==> src/rtl/sevenseg_scan_ctrl.sv <==
// Multiplexed 4-digit seven-segment scan controller with a shadow load register.
// Optional build macro SEVENSEG_LEADING_ZERO_BLANK_EN adds leading-zero suppression.
module sevenseg_scan_ctrl #(
  parameter int SCAN_DIV   = 50000,
  parameter int GAP_CYCLES = 4
) (
  input  logic        clk,
  input  logic        rst_n,
  input  logic        in_load_valid,
  input  logic [15:0] in_load_data,
  output logic        out_load_ready,
  input  logic [3:0]  in_blank_mask,
  output logic [3:0]  out_nibble,
  output logic [3:0]  out_digit_sel,
  output logic        out_frame_tick
);

  localparam int CW = (SCAN_DIV > 1) ? $clog2(SCAN_DIV) : 1;
  localparam int GW = (GAP_CYCLES > 1) ? $clog2(GAP_CYCLES) : 1;
  localparam logic [CW-1:0] CNT_LAST = CW'(SCAN_DIV - 1);
  localparam logic [GW-1:0] GAP_LAST = GW'((GAP_CYCLES > 0) ? GAP_CYCLES - 1 : 0);

  typedef enum logic [1:0] {IDLE, DRIVE, GAP} state_t;

  state_t        r_state;
  logic [1:0]    r_idx;
  logic [CW-1:0] r_cnt;
  logic [GW-1:0] r_gcnt;
  logic [15:0]   r_disp;
  logic [15:0]   r_shadow;
  logic          r_pend;

  logic       w_load;
  logic       w_drive_last;
  logic       w_gap_last;
  logic       w_tick;
  logic [3:0] w_lz;
  logic [3:0] w_blank;
  logic [3:0] w_onehot;

  assign w_load       = in_load_valid & ~r_pend;
  assign w_drive_last = (r_state == DRIVE) && (r_cnt == CNT_LAST);
  assign w_gap_last   = (r_state == GAP) && (r_gcnt == GAP_LAST);
  // Frame boundary is the final cycle of digit 3's slot, wherever that slot ends.
  assign w_tick       = (r_idx == 2'd3) && ((GAP_CYCLES > 0) ? w_gap_last : w_drive_last);

`ifdef SEVENSEG_LEADING_ZERO_BLANK_EN
  assign w_lz[3] = (r_disp[15:12] == 4'h0);
  assign w_lz[2] = w_lz[3] && (r_disp[11:8] == 4'h0);
  assign w_lz[1] = w_lz[2] && (r_disp[7:4] == 4'h0);
  assign w_lz[0] = 1'b0;
`else
  assign w_lz = 4'b0000;
`endif

  assign w_blank  = in_blank_mask | w_lz;
  assign w_onehot = 4'b0001 << r_idx;

  assign out_load_ready = ~r_pend;
  assign out_nibble     = r_disp[{r_idx, 2'b00} +: 4];
  assign out_digit_sel  = (r_state == DRIVE) ? ~(w_onehot & ~w_blank) : 4'b1111;
  assign out_frame_tick = w_tick;

  always_ff @(posedge clk or negedge rst_n) begin
    if (!rst_n) begin
      r_state  <= IDLE;
      r_idx    <= 2'd0;
      r_cnt    <= '0;
      r_gcnt   <= '0;
      r_disp   <= 16'h0000;
      r_shadow <= 16'h0000;
      r_pend   <= 1'b0;
    end else begin
      if (w_load) begin
        r_shadow <= in_load_data;
        r_pend   <= 1'b1;
      end
      case (r_state)
        IDLE: begin
          if (r_pend) begin
            r_disp  <= r_shadow;
            r_pend  <= 1'b0;
            r_idx   <= 2'd0;
            r_cnt   <= '0;
            r_state <= DRIVE;
          end
        end
        DRIVE: begin
          if (w_drive_last) begin
            r_cnt <= '0;
            if (GAP_CYCLES > 0) begin
              r_gcnt  <= '0;
              r_state <= GAP;
            end else begin
              r_idx <= r_idx + 2'd1;
            end
          end else begin
            r_cnt <= r_cnt + CW'(1);
          end
        end
        GAP: begin
          if (w_gap_last) begin
            r_gcnt  <= '0;
            r_idx   <= r_idx + 2'd1;
            r_state <= DRIVE;
          end else begin
            r_gcnt <= r_gcnt + GW'(1);
          end
        end
        default: r_state <= IDLE;
      endcase
      // A held value swaps in only at the frame edge so digit 0 starts the new frame.
      if (w_tick && r_pend) begin
        r_disp <= r_shadow;
        r_pend <= 1'b0;
      end
    end
  end

endmodule

==> config.mk <==
export PLATFORM = sky130hd
export DESIGN_NAME = sevenseg_scan_ctrl
export DESIGN_NICKNAME = d
export VERILOG_FILES = /design/src/rtl/sevenseg_scan_ctrl.sv
export SDC_FILE = /design/constraint.sdc
export NUM_CORES = 1
export LEC_CHECK = 0
export BUFFER_PORTS_ARGS = -buffer_cell sky130_fd_sc_hd__buf_2
export CORE_MARGIN = 4
export CORE_UTILIZATION = 45
export CTS_BUF_LIST = sky130_fd_sc_hd__clkbuf_16
export CTS_CLUSTER_SIZE = 24
export DETAILED_ROUTE_END_ITERATION = 7
export GPL_TIMING_DRIVEN = 0
export PLACE_DENSITY = 0.7
export SYNTH_ARGS = -nofsm -noshare
export SYNTH_HDL_FRONTEND = slang
export SYNTH_SLANG_ARGS = --single-unit
==> constraint.sdc <==
create_clock -name clk -period 3.15 [get_ports clk]
set_input_delay 0.315 -clock clk [delete_from_list [all_inputs] [get_ports clk]]
set_output_delay 0.315 -clock clk [all_outputs]
set_load 0.01 [all_outputs]
* Word-level counts from Yosys, hierarchy flattened
Index checks and enable logic that the tools add are counted.
** Cells by class
- $add $sub $neg :: 3
- Equal/unequal tests :: 8
- Shift operators :: 2
- Muxes and demuxes :: 21
- Bitwise logic cells :: 5
- Reduce and logical (&&, ||, !) cells :: 15
** Operator list (number)
- $mux 16 :: 5
- $pmux 16 s2 :: 1
- $add 16x1->16 const B :: 1
- $eq 16x16->1 const B :: 1
- $shiftx 16x5->4 :: 1
- $mux 2 :: 7
- $reduce_bool 2->1 :: 5
- $not 4->4 :: 2
- $pmux 2 s2 :: 2
- $eq 2x2->1 const B :: 3
- $ne 2x2->1 const B :: 3
- $pmux 2 s3 :: 1
- $reduce_and 2->1 :: 3
- $reduce_and 3->1 :: 2
- $add 2x1->2 const B :: 2
- $and 4x4->4 :: 1
- $logic_and 1x1->1 :: 4
- $mux 1 :: 4
- $mux 4 :: 1
- $shl 1x2->4 const A :: 1
- $eq 2x1->1 const B :: 1
- $logic_not 2->1 :: 1
- $and 1x1->1 :: 1
- $not 1->1 :: 1
** Storage, ports and cells
- Flip-flop bits (word level) :: 55
- Input bits :: 23
- Output and inout port bits :: 10
- Logic and storage cells :: 61

* Depth between registers and ports, before layout
Gate-level depths: netlist of the first run.
- Word-level depth :: 6
- Mapped depth :: 6
- Depth with buffers taken out :: 5

* Least setup slack after synthesis of the first run
OpenSTA, ideal clock, no wires.
- Kind :: flip-flop to flip-flop
- Start :: register r_idx[1]
- End :: register r_disp[10]
- Setup time :: 0.125 ns
- Arrival time :: 1.628 ns
- Data required time :: 3.025 ns
- Setup slack :: 1.398 ns
- Cell stages (with the launch flop) :: 6
- Clock period less this slack :: 1.752 ns
- Cells stage by stage :: dfrtp_1 -> ha_1 -> nand2_1 -> a21oi_2 -> buf_2 -> mux2_2
** Between the ends
- Longest elaborated chain between the ends :: 5
** Ends and longest elaborated chain
- start, declared :: RTL line 26 : logic [1:0] r_idx;
- start signal, assigned :: RTL line 95 : r_idx <= r_idx + 2'd1;
- start signal, assigned :: RTL line 104 : r_idx <= r_idx + 2'd1;
- $eq 2x2->1 (*) :: RTL line 45 : assign w_tick = (r_idx == 2'd3) && ((GAP_CYCLES > 0) ? w_gap_last : w_drive_last);
- $logic_and 1x1->1 (*) :: RTL line 45
- $logic_and 1x1->1 (*) :: RTL line 113 : if (w_tick && r_pend) begin
- $reduce_bool 2->1 (no source line)
- $reduce_and 2->1 (no source line)
- end signal, assigned :: RTL line 81 : r_disp <= r_shadow;
- end signal, assigned :: RTL line 114 : r_disp <= r_shadow;
- end, declared :: RTL line 29 : logic [15:0] r_disp;
Mark *: on every way between the ends. The rest lies on a longest branch, timed or not.
A chain may end at the register's enable or synchronous reset.

* Final worst setup path of the first run
- Start :: register r_idx[1]
- End :: register r_disp[13]
Same word-level chain as after synthesis.

==> results of run 1 <==
==> per-layer routing <==
layer | wire length (µm) | GRT usage (%) | vias up
met5 | 0 | 0 | -
met3 | 148 | 3.73 | 5
met1 | 2220 | 18.9 | 883
met2 | 2350 | 24.4 | 26
met4 | 62 | 4.60 | 0
li1 | - | - | 847
==> kinds of logic after synthesis <==
group,after synthesis,share of synthesized area [%]
buffers and inverters,15,2.24
XOR/XNOR,9,3.00
flip-flops,55,52.4
multiplexers,36,17.1
AO/OA/AOI/OAI,25,7.23
AND/OR/NAND/NOR,67,15.2
adder cells (fa/ha/maj),6,2.86
==> metrics by stage <==
step                cells  hold WS [ns]  cell area [µm²]
floorplan             213        0.0194             2630
global placement      317         0.484             2880
detailed placement    317         0.491             2880
CTS                   325         0.248             3020
global route          325         0.250             3020
finish                325         0.253             3020
==> state kept, by name, indices dropped and copies added (netlist names) <==
name and flops:
r_cnt 16, r_idx 2, r_disp 16, r_state 2, r_pend 1, r_gcnt 2, r_shadow 16
==> cells in the final DEF, fill, tap and decap left out, types with 6 or more instances in the layout <==
master,netlist,routed
dfrtp_1,55,55
mux2_2,32,32
nand3b_1,7,7
nand2_1,11,11
nor2_1,15,15
ha_1,6,6
inv_1,7,8
buf_2,2,34
==> cells in the mapped netlist, types with 2 or more instances <==
cell type  instances
nand3_1            5
nand4_1            5
nor4_1             3
nand2_1           11
nand2b_1           4
nor2b_1            2
mux4_2             4
and4bb_2           2
a31oi_1            3
o22ai_1            2
or3_1              3
nand3b_1           7
xnor2_1            5
mux2_2            32
clkbuf_1           5
xor2_1             4
a22o_1             4
nor3_1             4
o21ai_0            4
o21bai_1           2
buf_2              2
inv_1              7
ha_1               6
dfrtp_1           55
nor2_1            15
==> power by group <==
part | switching (mW) | total [mW] | internal, mW
clock network | 0.245 | 0.540 | 0.295
registers | 0.154 | 1.11 | 0.955
logic | 0.191 | 0.493 | 0.302
==> worst paths after layout <==
check / cells after the start / to / startpoint / slack [ns]
worst min-delay path: 2 / r_shadow[1] / in_load_data[1] / 0.25
worst max-delay path: 5 / r_disp[13] / r_idx[1] / 1.0
max in group asynchronous: 1 / r_cnt[12] / rst_n / 2.17
min in group asynchronous: 1 / r_state[1] / rst_n / 0.27
worst max register to register: 5 / r_disp[13] / r_idx[1] / 1.0
worst min register to register: 1 / r_disp[14] / r_shadow[14] / 0.50
==> cell type report <==
type | instances | share of cell area (%)
clock inverters | 3 | 0.662
clock buffers | 5 | 4.14
plain buffers | 8 | 1.08
inverters | 7 | 0.869
repair buffers | 32 | 5.30
well taps | 72 | 2.98
flip-flops and latches | 55 | 45.5
multi-input cells | 143 | 39.5
==> metrics, run 1 <==
status finished clean; area of the multi-input gates 0.00119 mm²; Resized Gates After CTS 0; max-slew violations 0; Initial DRC Count 107; Initial Util 47.2%; filler cell count 504; final global-route overflow total 0; final core occ 54.3%; Detail Route Antenna Nets 0; Slew @ Worst Pin 1.18 ns; Die X 84.4 µm; Final Skew 0.00257 ns; Final Power 2.14 mW; ordered cell list for the critical path ha_1 -> nand2_1 -> a21oi_2 -> buf_2 -> mux2_2; IO Pins 33; worst hold path class in2reg; Worst-Skew Late Latency 0.29 ns; CTS Buffer Depth 2; Clock transition at path regs 0.07 ns; setup violators final 0; Register Area 0.00138 mm²; pre-CTS setup slack 0.947 ns; top_reg_cell synth dfrtp_1; Cells after Synth 213; clk sinks 55; critical path class reg2reg; final RePlAce weighted congestion 0.803; Synth top area share 52.4%; Mean Syn Cell Area 12.3 µm²; worst path bufs/invs 1; synth unique cells 42; EDFF count, synth 0; WP data arrival 2.33 ns; peak fanout along the critical path 10; Slew headroom 21.6%; PortBufs 32; ANT cells 0; full die area 0.00713 mm²; all-layer global routing usage 14.7%; RSZ-0062 raised after global routing false; Die Span Y 84.4 µm; slowest stage delay, CP 0.55 ns; CP endpoint kind flip-flop; initial antenna violation count 0; mapped cell area 0.00263 mm²; CP top delay family flip-flops; First-pass DRT Iterations 4; cts hold-fix bufs 0; cell taking the most area after synthesis dfrtp_1; synth-to-layout area growth 15.0%; core area 0.00557 mm²; CP startpoint kind flip-flop; vias per cell 5.42; Post-synth ARST share 100%; Routed WL 4.78 mm; first-pass GRT wire length 8.49 mm; Site Rows 27; CP max stage cell dfrtp_1; DR vias 1,761; CTS Buf Count 5; Yosys reg bits 55; Synth area leaders dfrtp_1 (52%), mux2_2 (14%), mux4_2 (3.4%); WL per Instance 14.7 µm; TritonCTS clock tree yes; Final nets 281; Max Freq 464 MHz; clock tree root buffer cell clkbuf_16; synth warn 0; setup bufs post-CTS 0; DRC 0; fin crit share 68.4%; Max H-tree Level 2; Static Leak 1.32 nW; fin worst setup slack 0.997 ns; setup_tns 0 ns; Post-DP HPWL 3.46 mm; vias in the first global route 1,831; syn nets 242; maxcap violations 0; largest net degree at the start of global routing 56; CP Data Required Time 3.33 ns; Final min period 2.15 ns; P per Cell Area 708 mW/mm²; layout cells sized above 1 34.4%; Final Hold Fails 0; maximum vdd drop 0.000455 V; sequential area share after synthesis 52.4%
No activity file was read; power rests on OpenSTA's default activity.
==> inputs of run 2 (changes only) <==
PLACE_DENSITY = 0.73   (was 0.7)
clock period = 1.95 ns   (was 3.15 ns; I/O delays follow)
==> run 2 against run 1 <==
Clock power rose by 63%. Count of clock-buffer cells in the layout unchanged. Sequential share of layout area down 1.1 points.
==> metrics, run 2 (synthesis gave the netlist of run 1 again) <==
status finished clean; Clock transition at path regs 0.07 ns; full die area 0.00713 mm²; Die X 84.4 µm; RSZ-0062 raised after global routing false; Switch Pwr 1.00 mW; DRC 0; Site Rows 27; Comb pwr share 23.8%; Slew headroom 20.6%; CP max stage cell or4_4; worst path bufs/invs 0; fin crit share 93.4%; Final Hold Fails 0; layout cells sized above 1 38.3%; initial antenna violation count 0; CTS Buf Count 5; Worst-Skew Late Latency 0.29 ns; setup violators final 0; CTS Buffer Depth 2; Initial DRC Count 94; First-pass DRT Iterations 4; Die Span Y 84.4 µm; core area 0.00557 mm²; vias per cell 5.56; hold_ws 0.128 ns; cell internal pwr 2.53 mW; Final Skew 0.00347 ns; largest net degree at the start of global routing 56; WL per Instance 15.8 µm; fraction of power consumed by sequential logic 51.2%; CP startpoint kind flip-flop; Final nets 285; clock share of power 25.0%; all-layer global routing usage 15.2%; max-slew violations 0; CP top delay family simple AND/OR/NAND/NOR gates; Initial Util 47.2%; commonest non-fill, non-tap cells in the layout dfrtp_1 (53), buf_2 (34), mux2_2 (32); most common cell after layout, fill and taps aside dfrtp_1; final core occ 55.7%; final RePlAce weighted congestion 0.855; CP endpoint kind flip-flop; Final min period 1.82 ns; Max H-tree Level 2; maxcap violations 0; vias in the first global route 1,931; Slew @ Worst Pin 1.19 ns; Final Power 3.53 mW; maximum vdd drop 0.000738 V; slowest stage delay, CP 0.56 ns; Static Leak 1.35 nW; CP Data Required Time 2.13 ns; Routed WL 5.17 mm; clock tree root buffer cell clkbuf_16; Largest regs r_cnt: 16 flops, r_disp: 16 flops, r_shadow: 16 flops; cts hold-fix bufs 0; ordered cell list for the critical path ha_1 -> nand3_2 -> or4_4 -> a21o_1 -> a22o_1; TritonCTS clock tree yes; first-pass GRT wire length 8.85 mm; final global-route overflow total 0; Detail Route Antenna Nets 0; P per Cell Area 1140 mW/mm²; ANT cells 0; DR vias 1,823; final cell count without fillers 328; clk sinks 55; IO Pins 33; Post-DP HPWL 3.63 mm; worst hold path class in2reg; setup_tns 0 ns; critical path class reg2reg; Max Freq 549 MHz; PortBufs 32; filler cell count 466; synth-to-layout area growth 18.1%; number of placed cells counting well taps 317; WP data arrival 2.01 ns; switch share 28.4%; peak fanout along the critical path 4
[run 2: cell count changes in the layout (fill, tap and decap cells not counted), moves of 2 or more]
| cell | change |
|---|---|
| dfrtp_2 | +2 |
| buf_4 | +5 |
| dfrtp_1 | -2 |
| clkbuf_1 | -2 |
[run 2: per-stage QoR]
step	worst slack, ns	cell area, µm²
3_3_place_gp	-0.171	2880
5_1_grt	0.0106	3110
3_5_place_dp	-0.174	2880
6_report	0.130	3110
2_1_floorplan	0.198	2630
4_1_cts	0.00909	3050
[run 2: per-layer routing]
layer / up-vias / wire, µm / GRT usage, % / part of all wire [%]
met5: - / 0 / 0 / 0
met4: 0 / 82 / 5.76 / 1.6
met3: 8 / 236 / 3.63 / 4.6
met2: 40 / 2620 / 25.4 / 51
met1: 913 / 2230 / 19.1 / 43
li1: 862 / - / - / -
[run 2: area by class of cell]
type	count	area (µm²)	share of cell area, %
Tap cell	72	90.1	2.90
Timing Repair Buffer	36	190	6.12
Buffer	7	33.8	1.09
Clock buffer	5	125	4.03
Clock inverter	2	17.5	0.564
Multi-Input combinational cell	144	1240	40.0
Sequential cell	55	1380	44.4
Inverter	7	26.3	0.846
[run 2: final timing paths]
check | startpoint | endpoint | slack, ns | cells after the start
min | in_load_data[6] | r_shadow[6] | 0.13 | 2
max reg2reg | r_cnt[1] | r_cnt[14] | 0.13 | 5
min reg2reg | r_shadow[10] | r_shadow[10] | 0.51 | 1
max in group asynchronous | rst_n | r_cnt[0] | 1.00 | 1
min in group asynchronous | rst_n | r_cnt[4] | 0.15 | 1
max | r_cnt[1] | r_cnt[14] | 0.13 | 5
[run 2: power groups by stage]
stage	clock, mW	sequential (mW)	combinational, mW
final	0.882	1.81	0.842
after global routing	0.942	1.87	0.944
after floorplan	0	1.73	0.637
after CTS	0.899	1.81	0.832
after detailed placement	0	1.82	0.816
after global placement	0	1.79	0.781
[run 2: timing repair]
item                                   CTS  global route
setup endpoints to repair               24            24
resized for setup                        6             5
pin swaps                                0             3
endpoints found under the hold margin    0             0
gates cloned                             0             1
setup buffers                            0             4
